<file path="src/rtl/mux_scan_serializer.sv">
// mux_scan_serializer: drives an external bit-select mux and streams the
// selected bits LSB first. Define SCAN_PARITY_EN for a trailing parity bit.
module mux_scan_serializer #(
   parameter int WIDTH = 8,
   parameter int SEL_W = 3
) (
   input  logic             clk,
   input  logic             rst,
   input  logic             load_valid,
   input  logic [WIDTH-1:0] load_data,
   output logic             load_ready,
   output logic [WIDTH-1:0] mux_in,
   output logic [SEL_W-1:0] mux_sel,
   input  logic             mux_out,
   output logic             bit_valid,
   output logic             bit_data,
   output logic             bit_last,
   input  logic             bit_ready,
   output logic             busy
);

`ifdef SCAN_PARITY_EN
   typedef enum logic [1:0] {
      S_IDLE  = 2'd0,
      S_SHIFT = 2'd1,
      S_PAR   = 2'd2
   } state_t;
`else
   typedef enum logic [1:0] {
      S_IDLE  = 2'd0,
      S_SHIFT = 2'd1
   } state_t;
`endif

   localparam logic [SEL_W-1:0] SEL_LAST = SEL_W'(WIDTH - 1);

   state_t           r_state;
   state_t           w_state_nxt;
   logic [WIDTH-1:0] r_mux_in;
   logic [SEL_W-1:0] r_mux_sel;

   logic w_sel_last;
   logic w_load_ready;
   logic w_bit_valid;
   logic w_bit_data;
   logic w_bit_last;
   logic w_busy;
   logic w_load_fire;
   logic w_bit_fire;

`ifdef SCAN_PARITY_EN
   logic w_parity;
   assign w_parity = ^r_mux_in;
`endif

   assign w_sel_last  = (r_mux_sel == SEL_LAST);
   assign w_load_fire = load_valid & w_load_ready;
   assign w_bit_fire  = w_bit_valid & bit_ready;

   // State register; reset overrides any handshake in the same cycle
   always_ff @(posedge clk) begin
      if (rst) begin
         r_state <= S_IDLE;
      end else begin
         r_state <= w_state_nxt;
      end
   end

   // Next-state: load starts a frame, accepted last bit ends it
   always_comb begin
      w_state_nxt = r_state;
      unique case (r_state)
         S_IDLE: begin
            if (w_load_fire) begin
               w_state_nxt = S_SHIFT;
            end
         end
         S_SHIFT: begin
            if (w_bit_fire && w_sel_last) begin
`ifdef SCAN_PARITY_EN
               w_state_nxt = S_PAR;
`else
               w_state_nxt = S_IDLE;
`endif
            end
         end
`ifdef SCAN_PARITY_EN
         S_PAR: begin
            if (w_bit_fire) begin
               w_state_nxt = S_IDLE;
            end
         end
`endif
         default: begin
            w_state_nxt = S_IDLE;
         end
      endcase
   end

   // Outputs decoded from state; data bit is the mux feedback unregistered
   always_comb begin
      w_load_ready = 1'b0;
      w_bit_valid  = 1'b0;
      w_bit_data   = 1'b0;
      w_bit_last   = 1'b0;
      w_busy       = 1'b0;
      unique case (r_state)
         S_IDLE: begin
            w_load_ready = ~rst;
         end
         S_SHIFT: begin
            w_bit_valid = 1'b1;
            w_bit_data  = mux_out;
            w_busy      = 1'b1;
`ifdef SCAN_PARITY_EN
            w_bit_last  = 1'b0;
`else
            w_bit_last  = w_sel_last;
`endif
         end
`ifdef SCAN_PARITY_EN
         S_PAR: begin
            w_bit_valid = 1'b1;
            w_bit_data  = w_parity;
            w_bit_last  = 1'b1;
            w_busy      = 1'b1;
         end
`endif
         default: begin
            w_load_ready = 1'b0;
         end
      endcase
   end

   // Mux drive: word captured on load, select walks one step per transfer
   always_ff @(posedge clk) begin
      if (rst) begin
         r_mux_in  <= '0;
         r_mux_sel <= '0;
      end else if (w_load_fire) begin
         r_mux_in  <= load_data;
         r_mux_sel <= '0;
      end else if (r_state == S_SHIFT && w_bit_fire) begin
         if (w_sel_last) begin
            r_mux_sel <= '0;
         end else begin
            r_mux_sel <= r_mux_sel + SEL_W'(1);
         end
      end
   end

   assign load_ready = w_load_ready;
   assign mux_in     = r_mux_in;
   assign mux_sel    = r_mux_sel;
   assign bit_valid  = w_bit_valid;
   assign bit_data   = w_bit_data;
   assign bit_last   = w_bit_last;
   assign busy       = w_busy;

endmodule

</file>
<file path="config.mk">
export PLATFORM = sky130hd
export DESIGN_NAME = mux_scan_serializer
export DESIGN_NICKNAME = d
export VERILOG_FILES = /design/src/rtl/mux_scan_serializer.sv
export SDC_FILE = /design/constraint.sdc
export NUM_CORES = 1
export LEC_CHECK = 0
export CORE_MARGIN = 5
export CORE_UTILIZATION = 36
export CTS_CLUSTER_DIAMETER = 120
export DETAILED_ROUTE_END_ITERATION = 10
export PLACE_DENSITY = 0.82
export SLEW_MARGIN = 20
export SYNTH_ARGS = -nofsm -noshare
export SYNTH_HDL_FRONTEND = slang
export SYNTH_SLANG_ARGS = --single-unit
</file>
<file path="constraint.sdc">
create_clock -name clk -period 1.2 [get_ports clk]
set_input_delay 0.24 -clock clk [delete_from_list [all_inputs] [get_ports clk]]
set_output_delay 0.24 -clock clk [all_outputs]
set_load 0.02 [all_outputs]
</file>
==> impl_metrics.env <==
export IMPL_outcome="finished, violations left"
export IMPL_violations="negative setup slack"
export IMPL_place_congestion=0.716
export IMPL_hp_class="reg2reg"
export IMPL_dp_hpwl_mm=1.11
export IMPL_rrSetupSlack_ps=10
export IMPL_p_per_area_mw_per_mm2=1050
export IMPL_core_area_sq_mm=0.00133
export IMPL_synth_seq_cells=12
export IMPL_start_util_pct=39.0
export IMPL_start_kind="register"
export IMPL_timing_hold_violations_final=0
export IMPL_whs_ps=455
export IMPL_grt_util_all_layers_pct=14.5
export IMPL_grt_max_degree=13
export IMPL_clock_sinks=12
export IMPL_cellLeakagePower_nw=0.393
export IMPL_cts_buffers=3
export IMPL_yosys_top_cells_count="16 x nand2_1, 12 x dfxtp_1, 11 x a21oi_1, 3 x ha_1"
export IMPL_via_count=546
export IMPL_path_clk_slew_ps=70
export IMPL_die_h_microns=48.0
export IMPL_setup_tns_final_ps=-222
export IMPL_path_cells="ha_4, ha_4, and2_4, buf_6"
export IMPL_synthesis_instances=62
export IMPL_timing_rr_start="mux_sel[0]$_SDFFE_PP0P_"
export IMPL_vdd_ir_drop_max_mv=0.591
export IMPL_drtIter0Drc=0
export IMPL_ant_nets=0
export IMPL_synth_top_area_share_pct=46.2
export IMPL_fin_nets=116
export IMPL_cp_required_ps=960
export IMPL_die_area_sq_mm=0.00231
export IMPL_min_from="mux_in[3]$_SDFFE_PP0P_"
export IMPL_avgViaCountPerCell=4.79
export IMPL_timing_rr_end="mux_sel[1]$_SDFFE_PP0P_"
export IMPL_overflow=0
export IMPL_synth_net_count=78
export IMPL_hold_depth=2
export IMPL_met3_usage_pct=4.51
export IMPL_slowest_delay_ps=340
export IMPL_synth_enable_flop_cells=0
export IMPL_cts_tree="done"
export IMPL_yosysMostFrequentCell="nand2_1"
export IMPL_busiest_layer="met2"
export IMPL_synth_distinct_cells=19
export IMPL_worst_pin_slew_ps=222
export IMPL_ys_seq_area_share_pct=46.2
export IMPL_reg2reg_depth=5
export IMPL_grt_pass1_vias=551
export IMPL_clock_latency_ps=270
export IMPL_grt_setup_unrepaired="true"
export IMPL_setup_viol=1
export IMPL_synthFlopType="dfxtp_1"
export IMPL_grt_antenna_before_repair=0
export IMPL_grt_pass1_wl_mm=2.31
export IMPL_synth_area_sq_um=520
export IMPL_synthTopCellsByArea="dfxtp_1 46%, nand2_1 12%, a21oi_1 11%"
export IMPL_syn_to_final_growth_pct=75.0
export IMPL_fin_worst_skew_ps=1.91
export IMPL_clock_path_buffers=2
export IMPL_hold_buffers=0
export IMPL_avgSynthCellArea_sq_um=8.40
export IMPL_cts_root_buf="clkbuf_4"
export IMPL_drive_gt1_share_pct=35.4
export IMPL_totalWireLength_mm=1.43
export IMPL_fin_crit_ps=1420
export IMPL_drt_pass1_iter_count=1
export IMPL_routedWlPerCell_microns=12.6
export IMPL_yosysTopAreaCell="dfxtp_1"
export IMPL_n_antenna_cell=0
export IMPL_end_kind="output pin"
export IMPL_grt_met2_usage_pct=24.0
export IMPL_route_detailed_drc=0
export IMPL_dieWidth_microns=48.0
export IMPL_hold_path_end="mux_in[3]$_SDFFE_PP0P_"
export IMPL_fin_ws_ps=-222
export IMPL_cpLargestDelayFamily="flip-flops"
export IMPL_utilization_pct=68.3
export IMPL_timing_final_crit_share_pct=119
export IMPL_critPathSlowestCell="dfxtp_2"
export IMPL_cap_viol_max_count=0
export IMPL_slew_headroom_pct=85.0
export IMPL_synth_async_reset_ratio_pct=0
export IMPL_path_buf_inv=1
export IMPL_met1_usage_pct=17.1
export IMPL_io_pins=29
export IMPL_portBuffers=28
export IMPL_cp_max_fo=2
export IMPL_num_rows=13
export IMPL_worst_ep_arrival_time_ps=1180
export IMPL_max_freq_mhz=703
export IMPL_drv_slew=0
export IMPL_critPathKind="reg2out"
export IMPL_htree_num_levels=1
export IMPL_crit_path_frequent_cell="ha_4"
export IMPL_ys_warn_count=0
-- kinds of logic after synthesis --
kind of cell | count (synthesis) | share of synthesized area, %
buffers and inverters | 6 | 6.25
adders and majority gates | 3 | 7.21
AOI/OAI and AO/OA | 15 | 15.6
DFF | 12 | 46.2
and+or+nand+nor | 25 | 22.8
muxes | 1 | 1.92
-- worst max path at each step --
stage | endpoint | slack, ps | cells after the start | startpoint
floorplan | bit_last | 9 | 3 | mux_sel[0]$_SDFFE_PP0P_
global route | bit_last | -260 | 4 | mux_sel[1]$_SDFFE_PP0P_
CTS | bit_last | -250 | 4 | mux_sel[1]$_SDFFE_PP0P_
detailed placement | bit_last | -460 | 4 | mux_sel[0]$_SDFFE_PP0P_
finish | bit_last | -220 | 4 | mux_sel[0]$_SDFFE_PP0P_
global placement | bit_data | -440 | 3 | mux_out
-- metrics by stage --
step                      cells  cell area (sq um)  total power, mW  setup slack (ps)
after global routing        114                911             1.02              -260
after detailed placement    108                853            0.661              -460
after CTS                   112                881            0.960              -250
final                       114                911            0.957              -222
after global placement      108                853            0.656              -439
after floorplan              62                523            0.538              9.33
-- worst reg2reg max path, cell delays in order (launching register included) --
cell      delay (ps)
dfxtp_2          340
ha_4             170
buf_4            130
ha_2             160
nand4b_1         180
a21oi_2          140
-- registers in the layout, indices dropped and copies added (netlist names) --
register,flops
mux_in,8
mux_sel,3
r_state,1
-- cells in the final DEF (no fill, tap or decap) --
| master | Yosys | final |
|---|---|---|
| a21oi_2 | 0 | 1 |
| dfxtp_2 | 0 | 3 |
| nand2_1 | 16 | 16 |
| inv_1 | 1 | 1 |
| buf_6 | 0 | 2 |
| buf_2 | 1 | 3 |
| and2_1 | 2 | 1 |
| clkbuf_2 | 1 | 3 |
| nand4bb_1 | 1 | 1 |
| nand4b_1 | 1 | 1 |
| mux2i_1 | 1 | 1 |
| dfxtp_4 | 0 | 1 |
| and2_4 | 0 | 1 |
| ha_4 | 0 | 2 |
| nor2b_1 | 2 | 2 |
| nor2_1 | 2 | 2 |
| clkdlybuf4s15_1 | 0 | 5 |
| a311oi_1 | 1 | 1 |
| clkbuf_4 | 0 | 3 |
| clkdlybuf4s50_1 | 0 | 12 |
| o21ai_0 | 2 | 2 |
| ha_2 | 0 | 1 |
| clkbuf_8 | 0 | 1 |
| nand2b_2 | 0 | 1 |
| a21oi_1 | 11 | 10 |
| buf_4 | 2 | 13 |
| dfxtp_1 | 12 | 8 |
| a211oi_1 | 1 | 1 |
-- per-layer routing --
metal,vias to the layer above,part of all wire (%)
met4,0,0
met1,242,43
met3,0,11
met2,24,46
li1,280,-
met5,-,0
-- layout make-up --
class                      count  area (sq um)
clock buffer                   4          36.3
fill                         122           423
inverter                       1          3.75
multi-input combinational     44           284
sequential                    12           248
tap                           15          18.8
timing repair buffer          38           320
-- repair_timing --
action	4_1_cts	5_1_grt
setup buffers	0	2
resized for setup	51	18
cloned	0	0
endpoints found under the setup margin	22	21
pin swaps	1	4
-- where the power goes --
part / leakage [nW] / total [mW] / internal, mW / switching [mW]
Combinational: 0.272 / 0.207 / 0.107 / 0.0995
Clock: 0.0210 / 0.315 / 0.184 / 0.130
Sequential: 0.100 / 0.436 / 0.420 / 0.0154
Note: power is estimated with default switching activity, not from simulation.
